--- src/rtl/board_draw_sequencer.sv ---
// Redraws a 4x4 tile board: per cell, fill the tile background, then gate the digit drawer and forward its pixels.
// Define BOARD_BORDER_EN to add a 1-pixel outline around the grid after the last cell.
module board_draw_sequencer #(
    parameter int unsigned GRID_X0      = 22,
    parameter int unsigned GRID_Y0      = 2,
    parameter int unsigned TILE_PITCH   = 29,
    parameter int unsigned TILE_SIZE    = 28,
    parameter int unsigned DRAW_CYCLES  = 141,
    parameter logic [2:0]  TILE_COLOUR  = 3'b110,
    parameter logic [2:0]  BLANK_COLOUR = 3'b000,
    parameter logic [2:0]  TEXT_COLOUR  = 3'b001
) (
    input  logic        clk,
    input  logic        resetn,
    input  logic        start_i,
    input  logic [63:0] board_i,
    input  logic [7:0]  drawer_x_i,
    input  logic [6:0]  drawer_y_i,
    output logic [7:0]  tile_x_o,
    output logic [6:0]  tile_y_o,
    output logic [3:0]  num_sel_o,
    output logic        num_en_o,
    output logic        num_resetn_o,
    output logic [7:0]  vga_x_o,
    output logic [6:0]  vga_y_o,
    output logic [2:0]  vga_colour_o,
    output logic        vga_plot_o,
    output logic        busy_o,
    output logic        done_o
);

    localparam int unsigned FW       = $clog2(TILE_SIZE);
    localparam int unsigned EDGE_LEN = 4 * TILE_PITCH + 2;
    localparam int unsigned CNT_MAX  = (DRAW_CYCLES > EDGE_LEN) ? DRAW_CYCLES : EDGE_LEN;
    localparam int unsigned CW       = $clog2(CNT_MAX);

    typedef enum logic [2:0] {
        S_IDLE, S_LOAD, S_FILL, S_PREP, S_DRAW, S_NEXT, S_BORDER, S_FIN
    } state_t;

    state_t         state_q;
    logic [63:0]    snap_q;
    logic [3:0]     cell_q;
    logic [FW-1:0]  fx_q;
    logic [FW-1:0]  fy_q;
    logic [CW-1:0]  cnt_q;
    logic [7:0]     tile_x_q;
    logic [6:0]     tile_y_q;
    logic [3:0]     num_sel_q;
    logic           busy_q;
    logic           done_q;
`ifdef BOARD_BORDER_EN
    logic [1:0]     side_q;
`endif

    // Origin and value of the following cell in raster order
    logic [3:0] cell_d;
    logic [7:0] tile_x_d;
    logic [6:0] tile_y_d;
    assign cell_d   = cell_q + 4'd1;
    assign tile_x_d = 8'(GRID_X0 + TILE_PITCH * 32'(cell_d[1:0]));
    assign tile_y_d = 7'(GRID_Y0 + TILE_PITCH * 32'(cell_d[3:2]));

    always_ff @(posedge clk) begin
        if (!resetn) begin
            state_q   <= S_IDLE;
            snap_q    <= '0;
            cell_q    <= '0;
            fx_q      <= '0;
            fy_q      <= '0;
            cnt_q     <= '0;
            tile_x_q  <= '0;
            tile_y_q  <= '0;
            num_sel_q <= '0;
            busy_q    <= 1'b0;
            done_q    <= 1'b0;
`ifdef BOARD_BORDER_EN
            side_q    <= '0;
`endif
        end else begin
            done_q <= 1'b0;
            case (state_q)
                S_IDLE: begin
                    if (start_i) begin
                        state_q <= S_LOAD;
                        busy_q  <= 1'b1;
                    end
                end
                S_LOAD: begin
                    snap_q    <= board_i;
                    cell_q    <= '0;
                    fx_q      <= '0;
                    fy_q      <= '0;
                    tile_x_q  <= 8'(GRID_X0);
                    tile_y_q  <= 7'(GRID_Y0);
                    num_sel_q <= board_i[3:0];
                    state_q   <= S_FILL;
                end
                S_FILL: begin
                    if (fx_q == FW'(TILE_SIZE - 1)) begin
                        fx_q <= '0;
                        if (fy_q == FW'(TILE_SIZE - 1)) begin
                            fy_q    <= '0;
                            state_q <= (num_sel_q != 4'd0) ? S_PREP : S_NEXT;
                        end else begin
                            fy_q <= fy_q + FW'(1);
                        end
                    end else begin
                        fx_q <= fx_q + FW'(1);
                    end
                end
                S_PREP: begin
                    cnt_q   <= '0;
                    state_q <= S_DRAW;
                end
                S_DRAW: begin
                    if (cnt_q == CW'(DRAW_CYCLES - 1)) begin
                        state_q <= S_NEXT;
                    end else begin
                        cnt_q <= cnt_q + CW'(1);
                    end
                end
                S_NEXT: begin
                    if (cell_q == 4'd15) begin
`ifdef BOARD_BORDER_EN
                        cnt_q   <= '0;
                        side_q  <= '0;
                        state_q <= S_BORDER;
`else
                        state_q <= S_FIN;
                        done_q  <= 1'b1;
                        busy_q  <= 1'b0;
`endif
                    end else begin
                        cell_q    <= cell_d;
                        tile_x_q  <= tile_x_d;
                        tile_y_q  <= tile_y_d;
                        num_sel_q <= snap_q[{cell_d, 2'b00} +: 4];
                        state_q   <= S_FILL;
                    end
                end
`ifdef BOARD_BORDER_EN
                // Four edges in order top, bottom, left, right
                S_BORDER: begin
                    if (cnt_q == CW'(EDGE_LEN - 1)) begin
                        cnt_q <= '0;
                        if (side_q == 2'd3) begin
                            state_q <= S_FIN;
                            done_q  <= 1'b1;
                            busy_q  <= 1'b0;
                        end else begin
                            side_q <= side_q + 2'd1;
                        end
                    end else begin
                        cnt_q <= cnt_q + CW'(1);
                    end
                end
`endif
                S_FIN:   state_q <= S_IDLE;
                default: state_q <= S_IDLE;
            endcase
        end
    end

    // Pixel port decode; DRAW passes the drawer coordinates straight through
    always_comb begin
        vga_x_o      = '0;
        vga_y_o      = '0;
        vga_colour_o = '0;
        vga_plot_o   = 1'b0;
        num_en_o     = 1'b0;
        case (state_q)
            S_FILL: begin
                vga_x_o      = tile_x_q + 8'(fx_q);
                vga_y_o      = tile_y_q + 7'(fy_q);
                vga_colour_o = (num_sel_q != 4'd0) ? TILE_COLOUR : BLANK_COLOUR;
                vga_plot_o   = 1'b1;
            end
            S_DRAW: begin
                num_en_o     = 1'b1;
                vga_x_o      = drawer_x_i;
                vga_y_o      = drawer_y_i;
                vga_colour_o = TEXT_COLOUR;
                vga_plot_o   = 1'b1;
            end
`ifdef BOARD_BORDER_EN
            S_BORDER: begin
                vga_colour_o = TEXT_COLOUR;
                vga_plot_o   = 1'b1;
                case (side_q)
                    2'd0: begin
                        vga_x_o = 8'(GRID_X0 - 1) + 8'(cnt_q);
                        vga_y_o = 7'(GRID_Y0 - 1);
                    end
                    2'd1: begin
                        vga_x_o = 8'(GRID_X0 - 1) + 8'(cnt_q);
                        vga_y_o = 7'(GRID_Y0 + 4 * TILE_PITCH);
                    end
                    2'd2: begin
                        vga_x_o = 8'(GRID_X0 - 1);
                        vga_y_o = 7'(GRID_Y0 - 1) + 7'(cnt_q);
                    end
                    default: begin
                        vga_x_o = 8'(GRID_X0 + 4 * TILE_PITCH);
                        vga_y_o = 7'(GRID_Y0 - 1) + 7'(cnt_q);
                    end
                endcase
            end
`endif
            default: ;
        endcase
    end

    assign num_resetn_o = resetn & (state_q != S_PREP);
    assign tile_x_o     = tile_x_q;
    assign tile_y_o     = tile_y_q;
    assign num_sel_o    = num_sel_q;
    assign busy_o       = busy_q;
    assign done_o       = done_q;

endmodule

--- config.mk ---
export PLATFORM = sky130hd
export DESIGN_NAME = board_draw_sequencer
export DESIGN_NICKNAME = d
export VERILOG_FILES = /design/src/rtl/board_draw_sequencer.sv
export SDC_FILE = /design/constraint.sdc
export NUM_CORES = 1
export LEC_CHECK = 0
export CORE_MARGIN = 5
export CORE_UTILIZATION = 52
export CTS_BUF_LIST = sky130_fd_sc_hd__clkbuf_4
export DETAILED_ROUTE_END_ITERATION = 6
export PLACE_DENSITY = 0.82
export SYNTH_ARGS = -nofsm -noshare
export SYNTH_HDL_FRONTEND = slang
export SYNTH_SLANG_ARGS = --single-unit
--- constraint.sdc ---
create_clock -name clk -period 2.9 [get_ports clk]
set_input_delay 0.29 -clock clk [delete_from_list [all_inputs] [get_ports clk]]
set_output_delay 0.29 -clock clk [all_outputs]
set_load 0.05 [all_outputs]
==> summary.md, run 1 <==
| Metric | Value |
|---|---|
| Run status | completed |
| Global placement routability congestion | 0.879 |
| Synth Warn # | 0 |
| Post-detailed-route DRC marker count | 0 |
| Global route overflow | 0 |
| Number of different library cells in the post-synthesis netlist | 51 |
| Core utilization of the finished layout | 0.677 |
| Flip-flop and latch count after synthesis | 105 |
| Number of nets with antenna violations after detailed routing | 0 |
| Cell chosen for the clock root | sky130_fd_sc_hd__clkbuf_4 |
| Rows | 37 |
| Rel. slew slack | 0.493 |
| Library cell with the highest instance count after synthesis | sky130_fd_sc_hd__nand2_1 |
| Wire length of the first global-routing pass | 21.8 mm |
| Fraction of layout cells with a size suffix above 1 | 0.0904 |
| Number of vias in the routed layout | 4759 |
| PnR Total Power | 0.00450 W |
| I/O pins | 124 |
| Crit path kind | reg -> out |
| Crit path DAT | 2.48 ns |
| Ratio of final minimum period to clock period | 0.954 |
| Most numerous cell types in the synthesized netlist | sky130_fd_sc_hd__nand2_1, sky130_fd_sc_hd__dfxtp_1, sky130_fd_sc_hd__a21boi_0 |
| Worst skew pair latency | 0.46 ns |
| Antenna violations before repair | 0 |
| DRC violation total after the first TritonRoute iteration | 293 |
| Async SR Flop Fraction | 0 |
| Clock-pin transition on the worst setup and hold timing paths | 0.16 ns |
| Maximum level of the CTS H-tree | 3 |
| Post-cts hold buffer count | 0 |
| Number of diodes | 0 |
| Predominant post-synthesis flop cell | sky130_fd_sc_hd__dfxtp_1 |
| Gate count after technology mapping | 636 |
| Worst endpoint required time | 2.61 ns |
| Syn Nets | 740 |
| Final setup violating endpoints | 0 |
| Static leakage | 2.67 nW |
| Y dimension of the die | 112 µm |
| PortBufs | 122 |
| Final cell count without fillers | 877 |
| Routed wirelength normalized by instance count | 15.1 µm |
| Power per unit of standard cell area | 647 nW/µm² |
| Max-cap violation count | 0 |
| Sequential area share after synthesis | 0.386 |
| Largest vdd supply drop | 0.389 mV |
| Overall die area | 12600 µm² |
| Number of synthesized flops with an enable pin | 0 |
| Bufs on Longest Clock Path | 2 |
| Initial cell density of the core | 0.530 |
| Final hold violation count | 0 |
| Total global-route track usage | 0.208 |
| Number of search-and-repair iterations in the first detailed-routing pass | 5 |
| CTS tree | done |
| Largest cells by area after synthesis | sky130_fd_sc_hd__dfxtp_1, sky130_fd_sc_hd__nand2_1, sky130_fd_sc_hd__a21boi_0 |
| Combined area of all synthesized cells | 5450 µm² |
| Total clock buffers created by CTS | 9 |
| Cell taking the most area after synthesis | sky130_fd_sc_hd__dfxtp_1 |
| Worst setup EP type | primary output |
| Area growth, synth to finish | 27.8% |
| Vias per cell | 5.43 |
| Horizontal die dimension | 112 µm |
| Post-detailed-placement half-perimeter wirelength | 9.89 mm |
| Hold Crit Class | in -> reg |
| Maximum number of pins on one net before global-route repair | 98 |
| Largest fanout on the critical path | 5 |
| Minimum period implied by the final worst setup slack | 2.77 ns |
| Fin nets | 841 |
| Cells after DPL | 859 |
| Vias in the first global route | 4659 |
| Fill cells | 855 |
| Maximum frequency from static timing analysis | 0.362 GHz |
| Final sum of negative setup slack | 0 ns |
| Core Region | 10300 µm² |
| Total length of routed wires | 13.2 mm |
| Tightest Pin Transition | 0.760 ns |
| Worst clock skew | 0.0141 ns |
| Post-Synthesis Mean Instance Area | 8.56 µm² |
| Clock tree sinks | 105 |
| Nature of the critical path startpoint | flip-flop |
| Max-slew violation count | 0 |
| Top cell type's share of synthesized area | 0.386 |
-- routing by layer --
layer | global-route usage | up-vias | wire [µm]
met3 | 0.0377 | 20 | 865
met5 | 0 | - | 0
met4 | 0.0665 | 0 | 238
met1 | 0.259 | 2197 | 5620
met2 | 0.366 | 165 | 6520
li1 | - | 2377 | -
-- kinds of logic (layout without fill, tap and decap cells) --
group,after synthesis,count (layout),synth area share
flip-flops,105,105,0.386
XOR/XNOR,21,21,0.0365
AND/OR/NAND/NOR,268,268,0.214
other,1,1,0.000689
buffers and inverters,58,163,0.0494
AO/OA/AOI/OAI,141,141,0.178
multiplexers,20,20,0.0820
adder cells (fa/ha/maj),22,22,0.0533
-- power breakdown --
part	switching, W	internal, W	total [W]
sequential	0.000185	0.00171	0.00190
combinational	0.00117	0.000724	0.00189
clock	0.000519	0.000196	0.000715
total	0.00187	0.00263	0.00450
-- final cells by class --
class	instances	area [µm²]	area share
flip-flops and latches	105	2110	0.303
repair buffers	135	1390	0.200
well taps	136	170	0.0245
clock inverters	6	65.1	0.00935
inverters	13	48.8	0.00701
clock buffers	9	67.6	0.00971
multi-input cells	473	3110	0.446
-- worst paths after layout --
check                   from            to  slack (ns)  depth (start not counted)
setup / recovery     fy_q[0]    vga_y_o[1]        0.13                          4
hold / removal        resetn      cnt_q[7]        0.30                          3
setup reg to reg   cell_q[0]  num_sel_o[3]        0.56                          5
hold reg to reg   snap_q[37]    snap_q[37]        0.46                          2
-- registers in the layout, indices dropped and copies added (netlist names) --
register / cells
busy_o: 1
cell_q: 4
cnt_q: 8
done_o: 1
fx_q: 5
fy_q: 5
num_sel_o: 4
snap_q: 64
state_q: 3
tile_x_o: 5
tile_y_o: 5
-- metrics by stage --
step	instance area (µm²)	setup slack [ns]	hold WS, ns
global route	6960	-0.00442	0.280
floorplan	5450	-0.0902	0.425
CTS	6920	0.00265	0.274
detailed placement	6780	0.317	0.446
finish	6960	0.134	0.298
global placement	6780	0.440	0.439
-- timing repair --
action                                  in CTS  in global routing
gates resized for setup                      4                  9
pin swaps                                    1                  3
setup buffers                                0                  3
endpoints found under the setup margin       2                  4
-- layout by cell type, fill, tap and decap left out, drive strengths merged, types with 4 or more instances in the layout --
| cell type | instances |
|---|---|
| nand3 | 15 |
| clkbuf | 9 |
| xnor2 | 5 |
| ha | 20 |
| o21ai | 29 |
| buf | 28 |
| xor2 | 16 |
| dfxtp | 105 |
| a21o | 4 |
| nor3 | 4 |
| and2 | 5 |
| a21boi | 72 |
| inv | 15 |
| nor2b | 15 |
| nor2 | 24 |
| nand4 | 7 |
| clkinv | 4 |
| nor3b | 5 |
| nand2 | 180 |
| mux4 | 17 |
| a21oi | 15 |
| clkdlybuf4s50 | 106 |
-- critical path, stage by stage, from the launching register on --
cell and delay, ns:
sky130_fd_sc_hd__dfxtp_2 0.38, sky130_fd_sc_hd__ha_1 0.21, sky130_fd_sc_hd__fa_2 0.52, sky130_fd_sc_hd__a22o_1 0.12
sky130_fd_sc_hd__clkdlybuf4s50_1 0.80
(Power assumes the default switching activity.)
==> inputs of run 2 (changes only) <==
==> config.mk (replaced) <==
export PLATFORM = sky130hd
export DESIGN_NAME = board_draw_sequencer
export DESIGN_NICKNAME = d
export VERILOG_FILES = /design/src/rtl/board_draw_sequencer.sv
export SDC_FILE = /design/constraint.sdc
export NUM_CORES = 1
export LEC_CHECK = 0
export CORE_ASPECT_RATIO = 0.5
export CORE_MARGIN = 5
export CORE_UTILIZATION = 51
export CTS_CLUSTER_DIAMETER = 150
export DETAILED_ROUTE_END_ITERATION = 6
export PLACE_DENSITY = 0.81
export SYNTH_ARGS = -nofsm -noshare
export SYNTH_HDL_FRONTEND = slang
export SYNTH_SLANG_ARGS = --single-unit
==> summary.md, run 2 (synthesis results as in run 1) <==
| Metric | Value |
|---|---|
| Run status | completed |
| Placed instance area | 6790 µm² (+0.18%) |
| Wire length of the first global-routing pass | 21.5 mm (-1.3%) |
| Startpoint of the most critical register-to-register path | cell_q[0] |
| Endpoint, Worst Hold | cnt_q[6] |
| Global route overflow | 0 (unchanged) |
| Total clock buffers created by CTS | 9 (unchanged) |
| Crit path kind | reg -> out |
| Post-cts hold buffer count | 0 (unchanged) |
| Worst skew pair latency | 0.34 ns (-0.12 ns) |
| Fin nets | 840 (-0.12%) |
| Unrepaired setup endpoints after global routing | no |
| Critical Path, Cell by Cell | ha_1, inv_1, fa_1, nor2b_1, o21ai_0, a21boi_1, o21ai_0, xor2_1, o21ai_2, buf_12 |
| Nature of the critical path startpoint | flip-flop |
| Post-detailed-route DRC marker count | 0 (unchanged) |
| Vias in the first global route | 4375 (-6.1%) |
| Most frequent standard cell in the layout excluding fill and tap cells | sky130_fd_sc_hd__nand2_1 |
| Overall die area | 13000 µm² (+2.8%) |
| Core Region | 10300 µm² (+0.34%) |
| Y dimension of the die | 83.1 µm (-26%) |
| Initial cell density of the core | 0.528 (-0.00180) |
| Worst hold-check slack | 0.386 ns (+0.0875 ns) |
| Total length of routed wires | 13.3 mm (+0.65%) |
| Final hold violation count | 0 (unchanged) |
| Crit path DAT | 2.47 ns (about the same) |
| Vias per cell | 5.34 (-1.6%) |
| Routed wirelength normalized by instance count | 15.1 µm (+0.19%) |
| Area growth, synth to finish | 30.2% |
| Largest fanout on the critical path | 5 (unchanged) |
| Reg-to-reg endpoint | tile_y_o[4] |
| Cell chosen for the clock root | sky130_fd_sc_hd__clkbuf_16 |
| I/O pins | 124 (unchanged) |
| Final setup violating endpoints | 0 (unchanged) |
| Global placement routability congestion | 0.824 (-6.3%) |
| Reg-to-reg slack, setup | 0.53 ns (-0.03 ns) |
| Number of vias in the routed layout | 4704 (-1.2%) |
| Horizontal die dimension | 156 µm (+39%) |
| Minimum period implied by the final worst setup slack | 2.76 ns (-0.00489 ns) |
| Relative contribution of combinational cells to total power | 0.384 (-0.036) |
| Bufs on Longest Clock Path | 2 (unchanged) |
| Cell depth of the worst flop-to-flop path | 7 (+2) |
| Portion of total power attributed to the clock network | 0.236 (+0.077) |
| NetSw | 0.00193 W (+3.2%) |
| Number of search-and-repair iterations in the first detailed-routing pass | 4 (-1) |
| Commonest cells after routing, fill and taps aside | sky130_fd_sc_hd__nand2_1, sky130_fd_sc_hd__clkdlybuf4s50_1, sky130_fd_sc_hd__dfxtp_1 |
| Hold Crit Class | in -> reg |
| Max-cap violation count | 0 (unchanged) |
| Most prevalent standard cell on the critical path | sky130_fd_sc_hd__o21ai_0 |
| Maximum number of pins on one net before global-route repair | 98 (unchanged) |
| Largest vdd supply drop | 0.350 mV (-10%) |
| DRC violation total after the first TritonRoute iteration | 263 (-10%) |
| Clock tree sinks | 105 (unchanged) |
| Flip-flop count of the largest register after layout | 64 (unchanged) |
| Worst Hold Path Cells | 3 (unchanged) |
| Worst setup EP type | primary output |
| Final cell count without fillers | 881 (+0.46%) |
| Tightest Pin Transition | 0.784 ns (+0.0240 ns) |
| Maximum frequency from static timing analysis | 0.362 GHz (+0.18%) |
| Switching share of power | 0.387 (-0.0291) |
| CTS tree | done |
| Largest register by flop count | snap_q |
| Internal portion of total power | 0.00307 W (+16%) |
| Startpoint of the most critical hold path | resetn |
| Rows | 26 (-30%) |
| Worst endpoint required time | 2.61 ns (about the same) |
| Post-detailed-placement half-perimeter wirelength | 9.80 mm (-0.93%) |
| Worst stage delay on the critical path | 0.40 ns (-0.40 ns) |
| Rel. slew slack | 0.477 (-0.0160) |
| Max-slew violation count | 0 (unchanged) |
| Static leakage | 2.71 nW (+1.7%) |
| Number of diodes | 0 (unchanged) |
| Final design instance area without fill | 7090 µm² (+1.9%) |
| Power per unit of standard cell area | 705 nW/µm² (+8.9%) |
| Total global-route track usage | 0.202 (-0.00607) |
| Ratio of final minimum period to clock period | 0.952 (-0.00169) |
| Core utilization of the finished layout | 0.688 (+0.0104) |
| Antenna violations before repair | 0 (unchanged) |
| Part of the total power dissipated in sequential elements | 0.380 (-0.041) |
| Crit path max-delay cell type | sky130_fd_sc_hd__fa_1 |
| Maximum level of the CTS H-tree | 3 (unchanged) |
| Worst clock skew | 0.00796 ns (-0.00614 ns) |
| Clock-pin transition on the worst setup and hold timing paths | 0.07 ns (-0.09 ns) |
| Biggest regs | snap_q (64), cnt_q (8) |
| PortBufs | 122 (unchanged) |
| Fraction of layout cells with a size suffix above 1 | 0.0877 (-0.00270) |
| Cells after DPL | 865 (+0.70%) |
| Number of nets with antenna violations after detailed routing | 0 (unchanged) |
==> run 2: changes by cell type in the layout (fill, tap and decap cells not counted), moves of 2 or more <==
cell and delta:
sky130_fd_sc_hd__fa_1 +2, sky130_fd_sc_hd__buf_4 +2, sky130_fd_sc_hd__clkinv_4 -3, sky130_fd_sc_hd__clkbuf_16 +9, sky130_fd_sc_hd__clkdlybuf4s50_1 -2, sky130_fd_sc_hd__clkbuf_4 -9
sky130_fd_sc_hd__fa_2 -2, sky130_fd_sc_hd__clkinvlp_4 +2
==> run 2: power by group through the flow <==
stage,registers [W],clock network [W],logic (W)
after floorplan,0.00199,0,0.00119
after global placement,0.00191,0,0.00188
after detailed placement,0.00193,0,0.00191
after CTS,0.00190,0.00119,0.00192
after global routing,0.00194,0.00125,0.00209
final,0.00190,0.00118,0.00192
==> run 2: critical path: cells and delay by family (launching register included) <==
kind                       cells  cell delay (ns)
AOI/OAI and AO/OA              4             0.65
adders and majority gates      2             0.58
buffers and inverters          2             0.22
xor gates and xnor gates       1             0.18
DFF                            1             0.37
and+or+nand+nor                1             0.13
==> run 2: worst max path at each step <==
stage                     start    endpoint  slack [ns]  cells past startpoint
floorplan           tile_x_o[1]  vga_x_o[6]       -0.09                      8
global placement      cell_q[2]  vga_y_o[6]        0.42                      9
detailed placement      fx_q[0]  vga_x_o[6]        0.32                     10
CTS                     fx_q[0]  vga_x_o[6]        0.01                     10
global route            fx_q[0]  vga_x_o[6]       0.009                     10
finish                  fx_q[0]  vga_x_o[6]        0.14                     10
==> run 2: area by class of cell <==
type	instances	area, µm²
inverter	13	48.8
tap	140	175
timing repair buffer	134	1380
sequential	105	2100
clock inverter	5	46.3
clock buffer	11	243
fill	849	3220
multi-input combinational	473	3100
==> run 2: repair_timing <==
action	4_1_cts	5_1_grt
resized for setup	1	5
setup buffers	0	0
setup endpoints to repair	1	2
cloned	0	0
==> run 2: per-stage QoR <==
stage               total power [W]  setup slack [ns]  TNS [ns]
global route                0.00528           0.00881         0
floorplan                   0.00318           -0.0902   -0.0902
CTS                         0.00502            0.0147         0
detailed placement          0.00384             0.325         0
global placement            0.00379             0.424         0
finish                      0.00500             0.139         0
==> run 2: metal layers <==
layer | vias to the layer above | part of all wire | global-route usage
met5 | - | 0 | 0
met4 | 0 | 0.0069 | 0.0394
met3 | 10 | 0.059 | 0.0457
met2 | 119 | 0.48 | 0.330
met1 | 2207 | 0.45 | 0.277
li1 | 2368 | - | -
==> inputs of run 3 (changes only) <==
--- a/config.mk
+++ b/config.mk
@@ -10,7 +10,9 @@
 export CORE_UTILIZATION = 51
 export CTS_CLUSTER_DIAMETER = 150
 export DETAILED_ROUTE_END_ITERATION = 6
+export MAX_ROUTING_LAYER = met4
 export PLACE_DENSITY = 0.81
+export SKIP_LAST_GASP = 1
 export SYNTH_ARGS = -nofsm -noshare
 export SYNTH_HDL_FRONTEND = slang
 export SYNTH_SLANG_ARGS = --single-unit
==> summary.md, run 3 (synthesis results as in run 1) <==
| Metric | Value |
|---|---|
| Clock tree sinks | 105 (unchanged) |
| Total global-route track usage | 0.208 (+0.00576) |
| I/O pins | 124 (unchanged) |
| Max-slew violation count | 0 (unchanged) |
| Reg-to-reg slack, setup | 0.53 ns (about the same) |
| Static leakage | 2.71 nW (about the same) |
| Relative contribution of combinational cells to total power | 0.384 (about the same) |
| Startpoint of the most critical register-to-register path | cell_q[0] |
| Cell chosen for the clock root | sky130_fd_sc_hd__clkbuf_16 |
| Maximum level of the CTS H-tree | 3 (unchanged) |
| Crit path max-delay cell type | sky130_fd_sc_hd__fa_1 |
| Largest fanout on the critical path | 9 (+4) |
| Switching share of power | 0.387 (about the same) |
| Crit path DAT | 2.48 ns (about the same) |
| Startpoint of the most critical hold path | resetn |
| Ratio of final minimum period to clock period | 0.955 (+0.00338) |
| NetSw | 0.00193 W (about the same) |
| Hold Crit Class | in -> reg |
| Vias in the first global route | 4380 (+0.11%) |
| Rows | 26 (unchanged) |
| Final cell count without fillers | 881 (unchanged) |
| Most prevalent standard cell on the critical path | sky130_fd_sc_hd__o21ai_1 |
| Crit path kind | reg -> out |
| Worst hold-check slack | 0.388 ns (+0.00218 ns) |
| Post-CTS setup buffers | 0 (unchanged) |
| Run status | completed |
| Total clock buffers created by CTS | 9 (unchanged) |
| Number of nets with antenna violations after detailed routing | 0 (unchanged) |
| Bufs on Longest Clock Path | 2 (unchanged) |
| CTS tree | done |
| Horizontal die dimension | 156 µm (unchanged) |
| Final setup violating endpoints | 0 (unchanged) |
| Overall die area | 13000 µm² (unchanged) |
| Commonest cells after routing, fill and taps aside | sky130_fd_sc_hd__nand2_1, sky130_fd_sc_hd__clkdlybuf4s50_1, sky130_fd_sc_hd__dfxtp_1 |
| PnR Total Power | 0.00500 W (about the same) |
| Power per unit of standard cell area | 705 nW/µm² (about the same) |
| Worst skew pair latency | 0.35 ns (about the same) |
| Worst Hold Path Cells | 3 (unchanged) |
| Initial cell density of the core | 0.528 (unchanged) |
| Nature of the critical path startpoint | flip-flop |
| Part of the total power dissipated in sequential elements | 0.380 (about the same) |
| Internal portion of total power | 0.00307 W (about the same) |
| Unrepaired setup endpoints after global routing | yes |
| Rel. slew slack | 0.476 (-0.00152) |
| Maximum number of pins on one net before global-route repair | 98 (unchanged) |
| Number of diodes | 0 (unchanged) |
| Largest register by flop count | snap_q |
| Worst setup EP type | primary output |
| Most frequent standard cell in the layout excluding fill and tap cells | sky130_fd_sc_hd__nand2_1 |
| Max-cap violation count | 0 (unchanged) |
| Final hold violation count | 0 (unchanged) |
| Critical Path, Cell by Cell | ha_1, fa_1, a21o_1, a21oi_1, nor2b_1, o21ai_1, xor2_1, o21ai_1, buf_12 |
| Worst endpoint required time | 2.61 ns (about the same) |
| Antenna violations before repair | 0 (unchanged) |
| Worst clock skew | 0.00623 ns (-0.00173 ns) |
| Maximum frequency from static timing analysis | 0.361 GHz (-0.35%) |
| Clock-pin transition on the worst setup and hold timing paths | 0.07 ns (about the same) |
| Fin nets | 840 (unchanged) |
| DRC violation total after the first TritonRoute iteration | 273 (+3.8%) |
| Post-cts hold buffer count | 0 (unchanged) |
| Biggest regs | snap_q (64), cnt_q (8) |
| Number of vias in the routed layout | 4690 (-0.30%) |
| Portion of total power attributed to the clock network | 0.236 (about the same) |
| Reg-to-reg endpoint | tile_y_o[4] |
| PortBufs | 122 (unchanged) |
| Cell depth of the worst flop-to-flop path | 7 (unchanged) |
| Fraction of layout cells with a size suffix above 1 | 0.0864 (-0.00135) |
| Wire length of the first global-routing pass | 21.6 mm (+0.16%) |
| Global route overflow | 0 (unchanged) |
| Largest vdd supply drop | 0.349 mV (-0.43%) |
| Total length of routed wires | 13.4 mm (+0.44%) |
| Y dimension of the die | 83.1 µm (unchanged) |
| Post-detailed-route DRC marker count | 0 (unchanged) |
| Cells after DPL | 865 (unchanged) |
| Flip-flop count of the largest register after layout | 64 (unchanged) |
| Tightest Pin Transition | 0.787 ns (+0.00229 ns) |
| Core Region | 10300 µm² (unchanged) |
| Routed wirelength normalized by instance count | 15.2 µm (+0.44%) |
| Worst stage delay on the critical path | 0.42 ns (+0.02 ns) |
| Vias per cell | 5.32 (-0.30%) |
| Number of search-and-repair iterations in the first detailed-routing pass | 5 (+1) |
| Endpoint, Worst Hold | cnt_q[6] |
| Post-detailed-placement half-perimeter wirelength | 9.80 mm (unchanged) |
| Minimum period implied by the final worst setup slack | 2.77 ns (+0.00980 ns) |
| Final sum of negative setup slack | 0 ns (unchanged) |
| Global placement routability congestion | 0.837 (+1.5%) |
| Area growth, synth to finish | 30.1% (about the same) |
-- run 3: worst max-delay path by stage --
stage	startpoint	endpoint	slack, ns	cells after the start
finish	cell_q[2]	vga_y_o[6]	0.13	9
global route	cell_q[2]	vga_y_o[6]	-0.01	9
CTS	fx_q[0]	vga_x_o[6]	0.01	10
detailed placement	fx_q[0]	vga_x_o[6]	0.32	10
global placement	cell_q[2]	vga_y_o[6]	0.42	9
floorplan	tile_x_o[1]	vga_x_o[6]	-0.09	8
-- run 3: per-layer routing --
metal | GRT usage | vias up | part of all wire
li1 | - | 2367 | -
met1 | 0.278 | 2206 | 0.45
met2 | 0.330 | 107 | 0.48
met3 | 0.0431 | 10 | 0.063
met4 | 0.0417 | 0 | 0.0078
met5 | - | - | 0
-- run 3: layout make-up --
| cell class | instances | area, µm² |
|---|---|---|
| multi-input combinational | 473 | 3090 |
| clock inverter | 5 | 46.3 |
| timing repair buffer | 134 | 1380 |
| inverter | 13 | 48.8 |
| clock buffer | 11 | 243 |
| tap | 140 | 175 |
| sequential | 105 | 2100 |
| fill | 851 | 3230 |
-- run 3: critical path: cells and delay by family (launching register included) --
family	cells	cell delay (ns)
AO/OA/AOI/OAI	4	0.76
adder cells (fa/ha/maj)	2	0.67
AND/OR/NAND/NOR	1	0.07
XOR/XNOR	1	0.08
buffers and inverters	1	0.17
flip-flops	1	0.38
-- run 3: what timing repair did --
| action | 4_1_cts | 5_1_grt |
|---|---|---|
| endpoints found under the setup margin | 1 | 2 |
| gates cloned | 0 | 0 |
| gates resized for setup | 1 | 4 |
-- run 3: per-stage QoR --
step,setup slack [ns],cell area [µm²],util
floorplan,-0.0902,5450,-
global placement,0.424,6790,0.659
detailed placement,0.325,6790,0.659
CTS,0.0147,7080,0.687
global route,-0.0142,7090,0.687
finish,0.129,7090,0.687
-- run 3: power groups by stage --
| stage | clock [W] | sequential (W) | combinational [W] |
|---|---|---|---|
| floorplan | 0 | 0.00199 | 0.00119 |
| global placement | 0 | 0.00191 | 0.00188 |
| detailed placement | 0 | 0.00193 | 0.00191 |
| CTS | 0.00119 | 0.00190 | 0.00192 |
| global route | 0.00125 | 0.00194 | 0.00209 |
| finish | 0.00118 | 0.00190 | 0.00192 |
